===== src/rtl/sram_arbiter.sv =====
// Two-requester arbiter for an asynchronous SRAM.
// Each transaction runs through SETUP, ACCESS (strobe held ACCESS_CYCLES cycles) and DONE.
// All outputs are registered.
// Optional macro SRAM_ARB_FIXED_PRIO_EN: requester 0 always wins a tie.
// Without it, ties alternate between the requesters (round-robin).
module sram_arbiter #(
  parameter int ADDR_W        = 11,
  parameter int DATA_W        = 8,
  parameter int ACCESS_CYCLES = 2
) (
  input  logic              clk,
  input  logic              reset,
  input  logic              req0,
  input  logic              we0,
  input  logic [ADDR_W-1:0] addr0,
  input  logic [DATA_W-1:0] wdata0,
  output logic              ack0,
  output logic [DATA_W-1:0] rdata0,
  input  logic              req1,
  input  logic              we1,
  input  logic [ADDR_W-1:0] addr1,
  input  logic [DATA_W-1:0] wdata1,
  output logic              ack1,
  output logic [DATA_W-1:0] rdata1,
  output logic [ADDR_W-1:0] mem_addr,
  output logic [DATA_W-1:0] mem_wdata,
  output logic              mem_drive,
  input  logic [DATA_W-1:0] mem_rdata,
  output logic              mem_we_n,
  output logic              mem_oe_n,
  output logic              busy
);

  typedef enum logic [1:0] {IDLE, SETUP, ACCESS, DONE} state_t;

  state_t      state_reg;
  logic [3:0]  cnt_reg;     // remaining ACCESS cycles after the current one
  logic        gnt_reg;     // requester owning the transaction in flight
  logic        we_reg;      // access type latched at grant time
`ifndef SRAM_ARB_FIXED_PRIO_EN
  logic        last_grant_reg;
`endif

  logic              pick1;
  logic              sel_we;
  logic [ADDR_W-1:0] sel_addr;
  logic [DATA_W-1:0] sel_wdata;

  // Choose the winner among the current requests and mux its request fields
  always_comb begin
    pick1 = 1'b0;
    if (req0 && req1) begin
`ifdef SRAM_ARB_FIXED_PRIO_EN
      pick1 = 1'b0;
`else
      pick1 = ~last_grant_reg;
`endif
    end else begin
      pick1 = req1;
    end
    sel_we    = pick1 ? we1    : we0;
    sel_addr  = pick1 ? addr1  : addr0;
    sel_wdata = pick1 ? wdata1 : wdata0;
  end

  // Transaction FSM; every output is driven from this register block
  always_ff @(posedge clk) begin
    if (reset) begin
      state_reg <= IDLE;
      cnt_reg   <= '0;
      gnt_reg   <= 1'b0;
      we_reg    <= 1'b0;
      mem_we_n  <= 1'b1;
      mem_oe_n  <= 1'b1;
      mem_drive <= 1'b0;
      mem_addr  <= '0;
      mem_wdata <= '0;
      ack0      <= 1'b0;
      ack1      <= 1'b0;
      rdata0    <= '0;
      rdata1    <= '0;
      busy      <= 1'b0;
`ifndef SRAM_ARB_FIXED_PRIO_EN
      last_grant_reg <= 1'b1;
`endif
    end else begin
      ack0 <= 1'b0;
      ack1 <= 1'b0;
      case (state_reg)
        IDLE: begin
          if (req0 || req1) begin
            // Request fields are frozen here; later input changes are ignored
            gnt_reg   <= pick1;
            we_reg    <= sel_we;
            mem_addr  <= sel_addr;
            mem_wdata <= sel_wdata;
            mem_drive <= sel_we;
            busy      <= 1'b1;
`ifndef SRAM_ARB_FIXED_PRIO_EN
            last_grant_reg <= pick1;
`endif
            state_reg <= SETUP;
          end
        end
        SETUP: begin
          cnt_reg <= 4'(ACCESS_CYCLES - 1);
          if (we_reg) mem_we_n <= 1'b0;
          else        mem_oe_n <= 1'b0;
          state_reg <= ACCESS;
        end
        ACCESS: begin
          if (cnt_reg == 4'd0) begin
            mem_we_n <= 1'b1;
            mem_oe_n <= 1'b1;
            // Read data is captured on the edge that ends the strobe
            if (!we_reg) begin
              if (gnt_reg) rdata1 <= mem_rdata;
              else         rdata0 <= mem_rdata;
            end
            if (gnt_reg) ack1 <= 1'b1;
            else         ack0 <= 1'b1;
            state_reg <= DONE;
          end else begin
            cnt_reg <= cnt_reg - 4'd1;
          end
        end
        DONE: begin
          busy      <= 1'b0;
          mem_drive <= 1'b0;
          state_reg <= IDLE;
        end
        default: state_reg <= IDLE;
      endcase
    end
  end

endmodule


===== config.mk =====
export PLATFORM = sky130hd
export DESIGN_NAME = sram_arbiter
export DESIGN_NICKNAME = d
export VERILOG_FILES = /design/src/rtl/sram_arbiter.sv
export SDC_FILE = /design/constraint.sdc
export NUM_CORES = 1
export LEC_CHECK = 0
export CORE_ASPECT_RATIO = 0.6
export CORE_UTILIZATION = 30
export CTS_CLUSTER_SIZE = 28
export DETAILED_ROUTE_END_ITERATION = 6
export GPL_ROUTABILITY_DRIVEN = 1
export SYNTH_ARGS = -nofsm -noshare
export SYNTH_HDL_FRONTEND = slang
export SYNTH_SLANG_ARGS = --single-unit

===== constraint.sdc =====
create_clock -name clk -period 1.95 [get_ports clk]
set_clock_uncertainty 0.05 [all_clocks]
set_input_delay 0.2925 -clock clk [delete_from_list [all_inputs] [get_ports clk]]
set_output_delay 0.2925 -clock clk [all_outputs]
set_load 0.03 [all_outputs]

==> qor.yml, run 1 <==
synthesis:
  synth_compound_area_frac: 0.1885
  synth_top_area_share: 0.4515
  synth_edf_count: 0
  ys_ff_latch: 50
  yosysUniqueCellTypes: 37
  synth_mux_area_frac: 0.1309
  synth_top_family_by_area: "compound AO/OA/AOI/OAI gates"
  synth_common_cells: "dfxtp_1, mux2i_1, a21oi_1"
  synthesis.area_um2: 2217
  synth_cells: 236
  synth_xor_xnor_area_share: 0
  async_flop_share: 0
  synthSimpleGateAreaFrac: 0.1383
  synth-adder-area-share: 0.03950
  synth_area_leaders: "dfxtp_1, mux2i_1, a21oi_1"
  yosysSeqAreaShare: 0.4515
  synth_most_common_cell: "dfxtp_1"
  yosysWarnings: 0
  yosys_most_used_dff: "dfxtp_1"
  syn-num-nets: 295
  yosysTopAreaCell: "dfxtp_1"
  syn_avg_cell_area_um2: 9.395
placement:
  dp_hpwl_um: 4240
  placedCellCount: 405
  postPlaceCellArea_um2: 3268
  routabilityCongestion: 0.7331
  pre_cts_ws_ps: 170.3
  io_buffers: 92
cells_and_area:
  top_register: "mem_addr"
  fin_nets: 384
  drive_gt1_frac: 0.05828
  finalInstanceArea_um2: 3418
  final_core_util: 0.4949
  largest_reg_flops: 11
  fin_cells: 413
  register_area_um2: 1001
  area_growth_syn_to_layout_pct: 54.18
  n_antenna_cell: 0
  multiInputGateArea_um2: 1102
  fill_cells: 635
clock_tree:
  clock_latency_ps: 290
  post_cts_resized: 0
  cts_buffers: 5
  hold_buffers: 0
  clk_pin_slew_ps: 70
  cts_root_buf: "clkbuf_16"
  cts_buffer_depth: 2
  cts_setup_buffers: 0
  cts.sinks: 50
  cts_tree: "built"
  htreeDepth: 2
critical_path:
  crit_path_start_kind: "register"
  path_buf_inv: 1
  cp_cell_sequence: "inv_1 > ha_1 > nor3b_1 > a21oi_1 > o211a_1"
  cpMaxStageDelayCell: "nor3b_1"
  max_stage_delay_ps: 450
  crit_arrival_ps: 1900
  crit_family: "simple AND/OR/NAND/NOR gates"
  criticalPathCategory: "register to register"
  cp-end-kind: "register"
  crit_required_ps: 2080
  crit_fanout: 9
timing:
  min_period_ps: 1763
  hold_viol_final: 0
  fin_hold_ws_ps: 412.8
  tns_ps: 0
  relSlewSlack: 0.6951
  drv_slew: 0
  setup-violations-final: 0
  rsz0062_at_grt: "no"
  post-route-period-util: 0.9042
  worst_slack_ps: 186.7
  timing.fmax_mhz: 567.1
  tightestPinTransition_ps: 453.2
job:
  cap_violations: 0
die:
  die-area_um2: 7750
  ios: 93
  start_util: 0.3210
  fp.dieH_um: 68.59
  core_um2: 6907
  rows: 23
  dieWidth_um: 113.0
grt:
  grt-busiest-layer: "met2"
  grt_max_degree: 39
  met3_usage: 0.07080
  grt_pass1_vias: 1957
  overflow: 0
  use_met2: 0.2377
  grt_use_total: 0.1548
  met1_usage: 0.2018
  antenna_found_initial: 0
  grt_pass1_wl_um: 9363
power:
  power_leakage_nw: 1.318
  peakVddDrop_uv: 517.1
  powerDensity_nw_per_um2: 1218
  power_mw: 4.164
routing:
  vias_per_cell: 4.906
  drc: 0
  ant_nets: 0
  vias: 2026
  drt_iter0_markers: 87
  drt_wl_total_um: 5778
  wl_per_cell_um: 13.99
  dr.pass1.iters: 4
worst_hold_path:
  hp-class: "register to register"
run_status:
  status: "finished clean"
[metal layers]
| layer | vias to the layer above | routed length [µm] |
|---|---|---|
| met5 | - | 0 |
| met4 | 0 | 12 |
| met3 | 2 | 529 |
| met2 | 48 | 2416 |
| met1 | 946 | 2819 |
| li1 | 1030 | - |
[kinds of logic after synthesis]
kind of cell	Yosys count
buf+inv	27
compound gates	69
mux	29
flops	50
simple gates	54
fa+ha+maj	7
[layout by cell type (no fill, tap or decap), drive strengths merged, types with 2 or more instances in the layout]
master	Yosys	routed
nor2	4	4
nor3	2	2
o32ai	2	2
nand2b	11	11
ha	7	7
clkinv	1	2
buf	6	9
a21oi	25	25
mux2i	29	29
clkbuf	13	5
a31o	8	8
nand3	4	4
and3	3	3
o21ai	24	24
dfxtp	50	50
inv	7	8
or3	3	3
nor4	8	8
a211o	2	2
nand2	12	12
clkdlybuf4s50	0	92
[worst paths after layout]
path	cells after the start	from	slack (ps)	end
worst max-delay path	5	state_reg[0]$_SDFFE_PP0P_	190	state_reg[0]$_SDFFE_PP0P_
worst min-delay path	2	rdata1[3]$_SDFFE_PP0P_	410	rdata1[3]$_SDFFE_PP0P_
worst max register to register	5	state_reg[0]$_SDFFE_PP0P_	190	state_reg[0]$_SDFFE_PP0P_
worst min register to register	2	rdata1[3]$_SDFFE_PP0P_	410	rdata1[3]$_SDFFE_PP0P_
[worst reg2reg max path, stage by stage, from the launching register on]
cell and delay [ps]:
dfxtp_1 350, inv_1 110, ha_1 320, nor3b_1 450, a21oi_1 150, o211a_1 230
[report_power, final]
| part | leakage (nW) | internal, mW | switching, mW |
|---|---|---|---|
| clock | 0.0704 | 0.483 | 0.404 |
| combinational | 0.837 | 0.805 | 1.04 |
| sequential | 0.410 | 1.27 | 0.166 |
| total | 1.32 | 2.56 | 1.61 |
[area by class of cell]
class | instances | area share
flip-flops and latches | 50 | 0.2928
multi-input cells | 159 | 0.3225
clock buffers | 5 | 0.03660
repair buffers | 101 | 0.3001
inverters | 8 | 0.008785
well taps | 87 | 0.03184
clock inverters | 3 | 0.007321
(Power assumes the default switching activity.)
==> run 2, diff against run 1 <==
Settings changed: ABC_CLOCK_PERIOD_IN_PS from default to 1950, PLACE_DENSITY from default to 0.61.
==> run 2 against run 1 <==
Clock-buffer cell count did not move. Worst setup slack better by 20 ps. Sequential share of layout area is 0.085 points lower. First-iteration DRC count decreased by 13%. Critical path depth stayed put. Critical path type unchanged. Largest cell class unchanged. Largest power group unchanged.
==> qor.yml, run 2 (synthesized netlist as in run 1, its figures left out) <==
clock_tree:
  cts_root_buf: "clkbuf_16"
  cts.sinks: 50  # unchanged
  post_cts_resized: 0  # unchanged
  htreeDepth: 2  # unchanged
  cts_tree: "built"
  cts_buffer_depth: 2  # unchanged
  clk_pin_slew_ps: 70  # about the same
  hold_buffers: 0  # unchanged
  cts_buffers: 5  # unchanged
  clock_latency_ps: 280  # about the same
  cts_setup_buffers: 0  # unchanged
cells_and_area:
  final_common_cell: "clkdlybuf4s50_1"
  drive_gt1_frac: 0.06116  # +0.002880
  n_antenna_cell: 0  # unchanged
  largest_reg_flops: 11  # unchanged
  fin_nets: 385  # +0.26%
  top_register: "mem_addr"
  final_cell_mix: "clkdlybuf4s50_1, dfxtp_1, mux2i_1, a21oi_1, o21ai_0"
  area_growth_syn_to_layout_pct: 54.63
routing:
  drc: 0  # unchanged
  drt_wl_total_um: 5796  # +0.31%
  vias_per_cell: 4.838  # -1.4%
  vias: 2003  # -1.1%
  dr.pass1.iters: 4  # unchanged
  ant_nets: 0  # unchanged
  wl_per_cell_um: 14.00  # about the same
  drt_iter0_markers: 76  # -13%
timing:
  tightestPinTransition_ps: 440.1  # -13.13 ps
  min_period_ps: 1743  # -20.18 ps
  relSlewSlack: 0.7062  # +0.01114
  drv_slew: 0  # unchanged
  tns_ps: 0  # unchanged
  worst_slack_ps: 206.9  # +20.17 ps
  rsz0062_at_grt: "no"
  hold_viol_final: 0  # unchanged
  setup-violations-final: 0  # unchanged
  timing.fmax_mhz: 573.7  # +1.2%
  post-route-period-util: 0.8939  # -0.01035
  fin_hold_ws_ps: 414.9  # +2.140 ps
die:
  dieWidth_um: 113.0  # unchanged
  core_um2: 6907  # unchanged
  rows: 23  # unchanged
  die-area_um2: 7750  # unchanged
  ios: 93  # unchanged
  fp.dieH_um: 68.59  # unchanged
  start_util: 0.3210  # unchanged
critical_path:
  crit_path_start_kind: "register"
  crit_arrival_ps: 1870  # -30 ps
  criticalPathCategory: "register to register"
  crit_required_ps: 2080  # about the same
  crit_fanout: 8  # -1
  cp-end-kind: "register"
grt:
  overflow: 0  # unchanged
  grt_pass1_wl_um: 9315  # -0.51%
  grt_pass1_vias: 1915  # -2.1%
  grt_max_degree: 26  # -33%
  grt_use_total: 0.1550  # about the same
  antenna_found_initial: 0  # unchanged
placement:
  io_buffers: 92  # unchanged
  routabilityCongestion: 0.7144  # -2.6%
  pre_cts_ws_ps: 143.5  # -26.81 ps
  dp_hpwl_um: 4287  # +1.1%
worst_hold_path:
  hp-class: "register to register"
power:
  powerDensity_nw_per_um2: 1241  # +1.9%
  peakVddDrop_uv: 610.6  # +18%
  power_leakage_nw: 1.332  # +1.1%
run_status:
  status: "finished clean"
job:
  cap_violations: 0  # unchanged
run 2: changes by cell type in the layout (fill, tap and decap cells not counted):
cell | previous run | this run
clkinv_2 | 0 | 2
clkinvlp_4 | 1 | 0
bufinv_16 | 0 | 1
buf_12 | 3 | 2
buf_4 | 6 | 8
inv_6 | 1 | 0
clkinv_4 | 1 | 0
run 2: worst max-delay path, stage by stage (launching register included):
cell and delay (ps):
dfxtp_1 340, inv_1 110, ha_1 230, nand4bb_1 140, or3_1 490, a31o_1 280
run 2: worst paths after layout:
path / slack (ps) / start / endpoint / depth (start not counted)
max: 210 / state_reg[0]$_SDFFE_PP0P_ / rdata0[2]$_SDFFE_PP0P_ / 5
min: 410 / rdata1[3]$_SDFFE_PP0P_ / rdata1[3]$_SDFFE_PP0P_ / 2
max reg2reg: 210 / state_reg[0]$_SDFFE_PP0P_ / rdata0[2]$_SDFFE_PP0P_ / 5
min reg2reg: 410 / rdata1[3]$_SDFFE_PP0P_ / rdata1[3]$_SDFFE_PP0P_ / 2
run 2: cell type report:
cell class,count,area (µm²)
repair buffers,102,1021
fillers,663,3478
clock inverters,3,40.04
inverters,8,30.03
well taps,87,108.9
flip-flops and latches,50,1001
multi-input cells,159,1102
clock buffers,5,125.1
run 2: layer usage:
layer	vias to the layer above	track usage	routed length [µm]
met5	-	0	0
li1	1032	-	-
met3	4	0.06906	521
met4	0	0.02961	32
met1	912	0.2168	2996
met2	55	0.2184	2245
run 2: per-stage QoR:
stage                     std cells  instance area [µm²]    util  total power, mW
final                           414                 3428  0.4964            4.255
after global routing            414                 3428  0.4964            4.510
after CTS                       414                 3428  0.4964            4.279
after detailed placement        406                 3263  0.4725            3.290
after global placement          406                 3263  0.4725            3.289
after floorplan                 236                 2217       -            2.555
run 2: report_power, final:
| group | leakage (nW) | switching, mW | internal [mW] |
|---|---|---|---|
| registers | 0.410 | 0.161 | 1.27 |
| clock network | 0.0836 | 0.376 | 0.601 |
| logic | 0.838 | 1.05 | 0.801 |
| total | 1.33 | 1.58 | 2.67 |
==> run 3, diff against run 2 <==
Settings changed: CORE_MARGIN from default to 2, SKIP_CTS_REPAIR_TIMING from default to 1.
==> run 3 against run 2 <==
Register-to-register slack improved by 40 ps. Highest routed layer unchanged. Largest power group unchanged. Clock-buffer cell count rose by 1. Routed wire length rose by 2.0%. Utilization fell by 1.6 points. Clock power barely moved.
==> qor.yml, run 3 (synthesized netlist as in run 1, its figures left out) <==
timing:
  tns_ps: 0  # unchanged
  rsz0062_at_grt: "no"
  tightestPinTransition_ps: 426.2  # -13.94 ps
  worst_slack_ps: 249.6  # +42.66 ps
  drv_slew: 0  # unchanged
  hold_viol_final: 0  # unchanged
  min_period_ps: 1700  # -42.66 ps
  relSlewSlack: 0.7155  # +0.009306
  timing.fmax_mhz: 588.1  # +2.5%
  post-route-period-util: 0.8720  # -0.02188
  setup-violations-final: 0  # unchanged
critical_path:
  cp_cell_sequence: "inv_1 > ha_1 > nand4bb_1 > or3_1 > a31o_1"
  crit_arrival_ps: 1830  # -40 ps
  cpMaxStageDelayCell: "or3_1"
  crit_fanout: 8  # unchanged
  crit_path_start_kind: "register"
  cp-end-kind: "register"
  worstSetupStartpoint: "state_reg[0]$_SDFFE_PP0P_"
  crit_required_ps: 2080  # about the same
  path_buf_inv: 1  # unchanged
  rr_startpoint: "state_reg[0]$_SDFFE_PP0P_"
  max_stage_delay_ps: 480  # about the same
  crit_family: "simple AND/OR/NAND/NOR gates"
  criticalPathCategory: "register to register"
routing:
  drc: 0  # unchanged
  vias: 2034  # +1.5%
  drt_wl_total_um: 5914  # +2.0%
  ant_nets: 0  # unchanged
  drt_iter0_markers: 49  # -36%
  dr.pass1.iters: 4  # unchanged
  wl_per_cell_um: 14.11  # +0.82%
  vias_per_cell: 4.854  # +0.34%
worst_hold_path:
  hp-class: "register to register"
  min_from: "rdata1[2]$_SDFFE_PP0P_"
die:
  dieWidth_um: 115.0  # +1.8%
  ios: 93  # unchanged
  rows: 24  # +4.3%
  fp.dieH_um: 70.59  # +2.9%
  core_um2: 7207  # +4.3%
  start_util: 0.3076  # -0.01338
  die-area_um2: 8117  # +4.7%
cells_and_area:
  area_growth_syn_to_layout_pct: 56.26
  largest_reg_flops: 11  # unchanged
  drive_gt1_frac: 0.06402  # +0.002862
  top_register: "mem_addr"
  fill_cells: 673  # +1.5%
  n_antenna_cell: 0  # unchanged
  final_core_util: 0.4807  # -0.01565
  final_cell_mix: "clkdlybuf4s50_1, dfxtp_1, mux2i_1, a21oi_1, o21ai_0"
  fin_nets: 387  # +0.52%
  fin_cells: 419  # +1.2%
  final_common_cell: "clkdlybuf4s50_1"
clock_tree:
  cts_root_buf: "clkbuf_16"
  cts_buffer_depth: 2  # unchanged
  cts.sinks: 50  # unchanged
  cts_buffers: 5  # unchanged
  clk_pin_slew_ps: 70  # about the same
  htreeDepth: 2  # unchanged
  cts_tree: "built"
  clock_latency_ps: 290  # about the same
grt:
  overflow: 0  # unchanged
  grt_pass1_wl_um: 9666  # +3.8%
  grt_pass1_vias: 2031  # +6.1%
  grt_max_degree: 46  # +77%
  antenna_found_initial: 0  # unchanged
  grt_use_total: 0.1508  # -0.004169
placement:
  io_buffers: 92  # unchanged
  pre_cts_ws_ps: 117.2  # -26.32 ps
  placedCellCount: 412  # +1.5%
  routabilityCongestion: 0.7908  # +11%
  dp_hpwl_um: 4349  # +1.5%
power:
  clockPowerShare: 0.232  # +0.002
  combPwrFrac: 0.436  # +0.002
  peakVddDrop_uv: 519.4  # -15%
  powerDensity_nw_per_um2: 1244  # +0.24%
  p_sw_mw: 1.582  # -0.15%
  swShare: 0.3670  # -0.005322
  p_int_mw: 2.729  # +2.2%
  power_leakage_nw: 1.345  # +0.99%
  pwr-share-seq: 0.332  # -0.004
run_status:
  status: "finished clean"
job:
  cap_violations: 0  # unchanged
run 3: worst paths after layout:
kind,endpoint,slack [ps],cells past startpoint
worst min register to register,rdata1[2]$_SDFFE_PP0P_,410,2
worst max register to register,rdata0[6]$_SDFFE_PP0P_,250,5
worst max-delay path,rdata0[6]$_SDFFE_PP0P_,250,5
worst min-delay path,rdata1[2]$_SDFFE_PP0P_,410,2
run 3: layout make-up:
cell class	count	area [µm²]	area share
clock buffers	6	138.9	0.04009
flip-flops and latches	50	1001	0.2889
clock inverters	1	30.03	0.008667
repair buffers	104	1049	0.3026
inverters	8	30.03	0.008667
well taps	91	113.9	0.03286
multi-input cells	159	1102	0.3182
run 3: tightest hold or removal path: stages (launching register included):
cell	delay (ps)
dfxtp_1	310
nand2_1	50
mux2i_1	50
run 3: layer usage:
layer  global-route usage  vias up  wire length, µm
met5                    0        -                0
met4              0.03614        0               52
met3              0.07969        7              678
met2               0.2111       79             2392
met1               0.2049      915             2791
li1                     -     1033                -
run 3: through the flow:
step                area [µm²]  power [mW]  hold slack, ps
global placement          3296       3.309           398.2
CTS                       3465       4.358           415.7
global route              3465       4.585           444.8
detailed placement        3296       3.330           406.6
finish                    3465       4.311           410.8
floorplan                 2217       2.555           417.7
run 3: power by group through the flow:
stage          registers (mW)  clock network [mW]  logic (mW)
6_report                 1.43                1.00        1.88
5_1_grt                  1.47                1.08        2.03
4_1_cts                  1.44                1.03        1.89
3_5_place_dp             1.45                   0        1.88
3_3_place_gp             1.45                   0        1.86
2_1_floorplan            1.80                   0       0.758
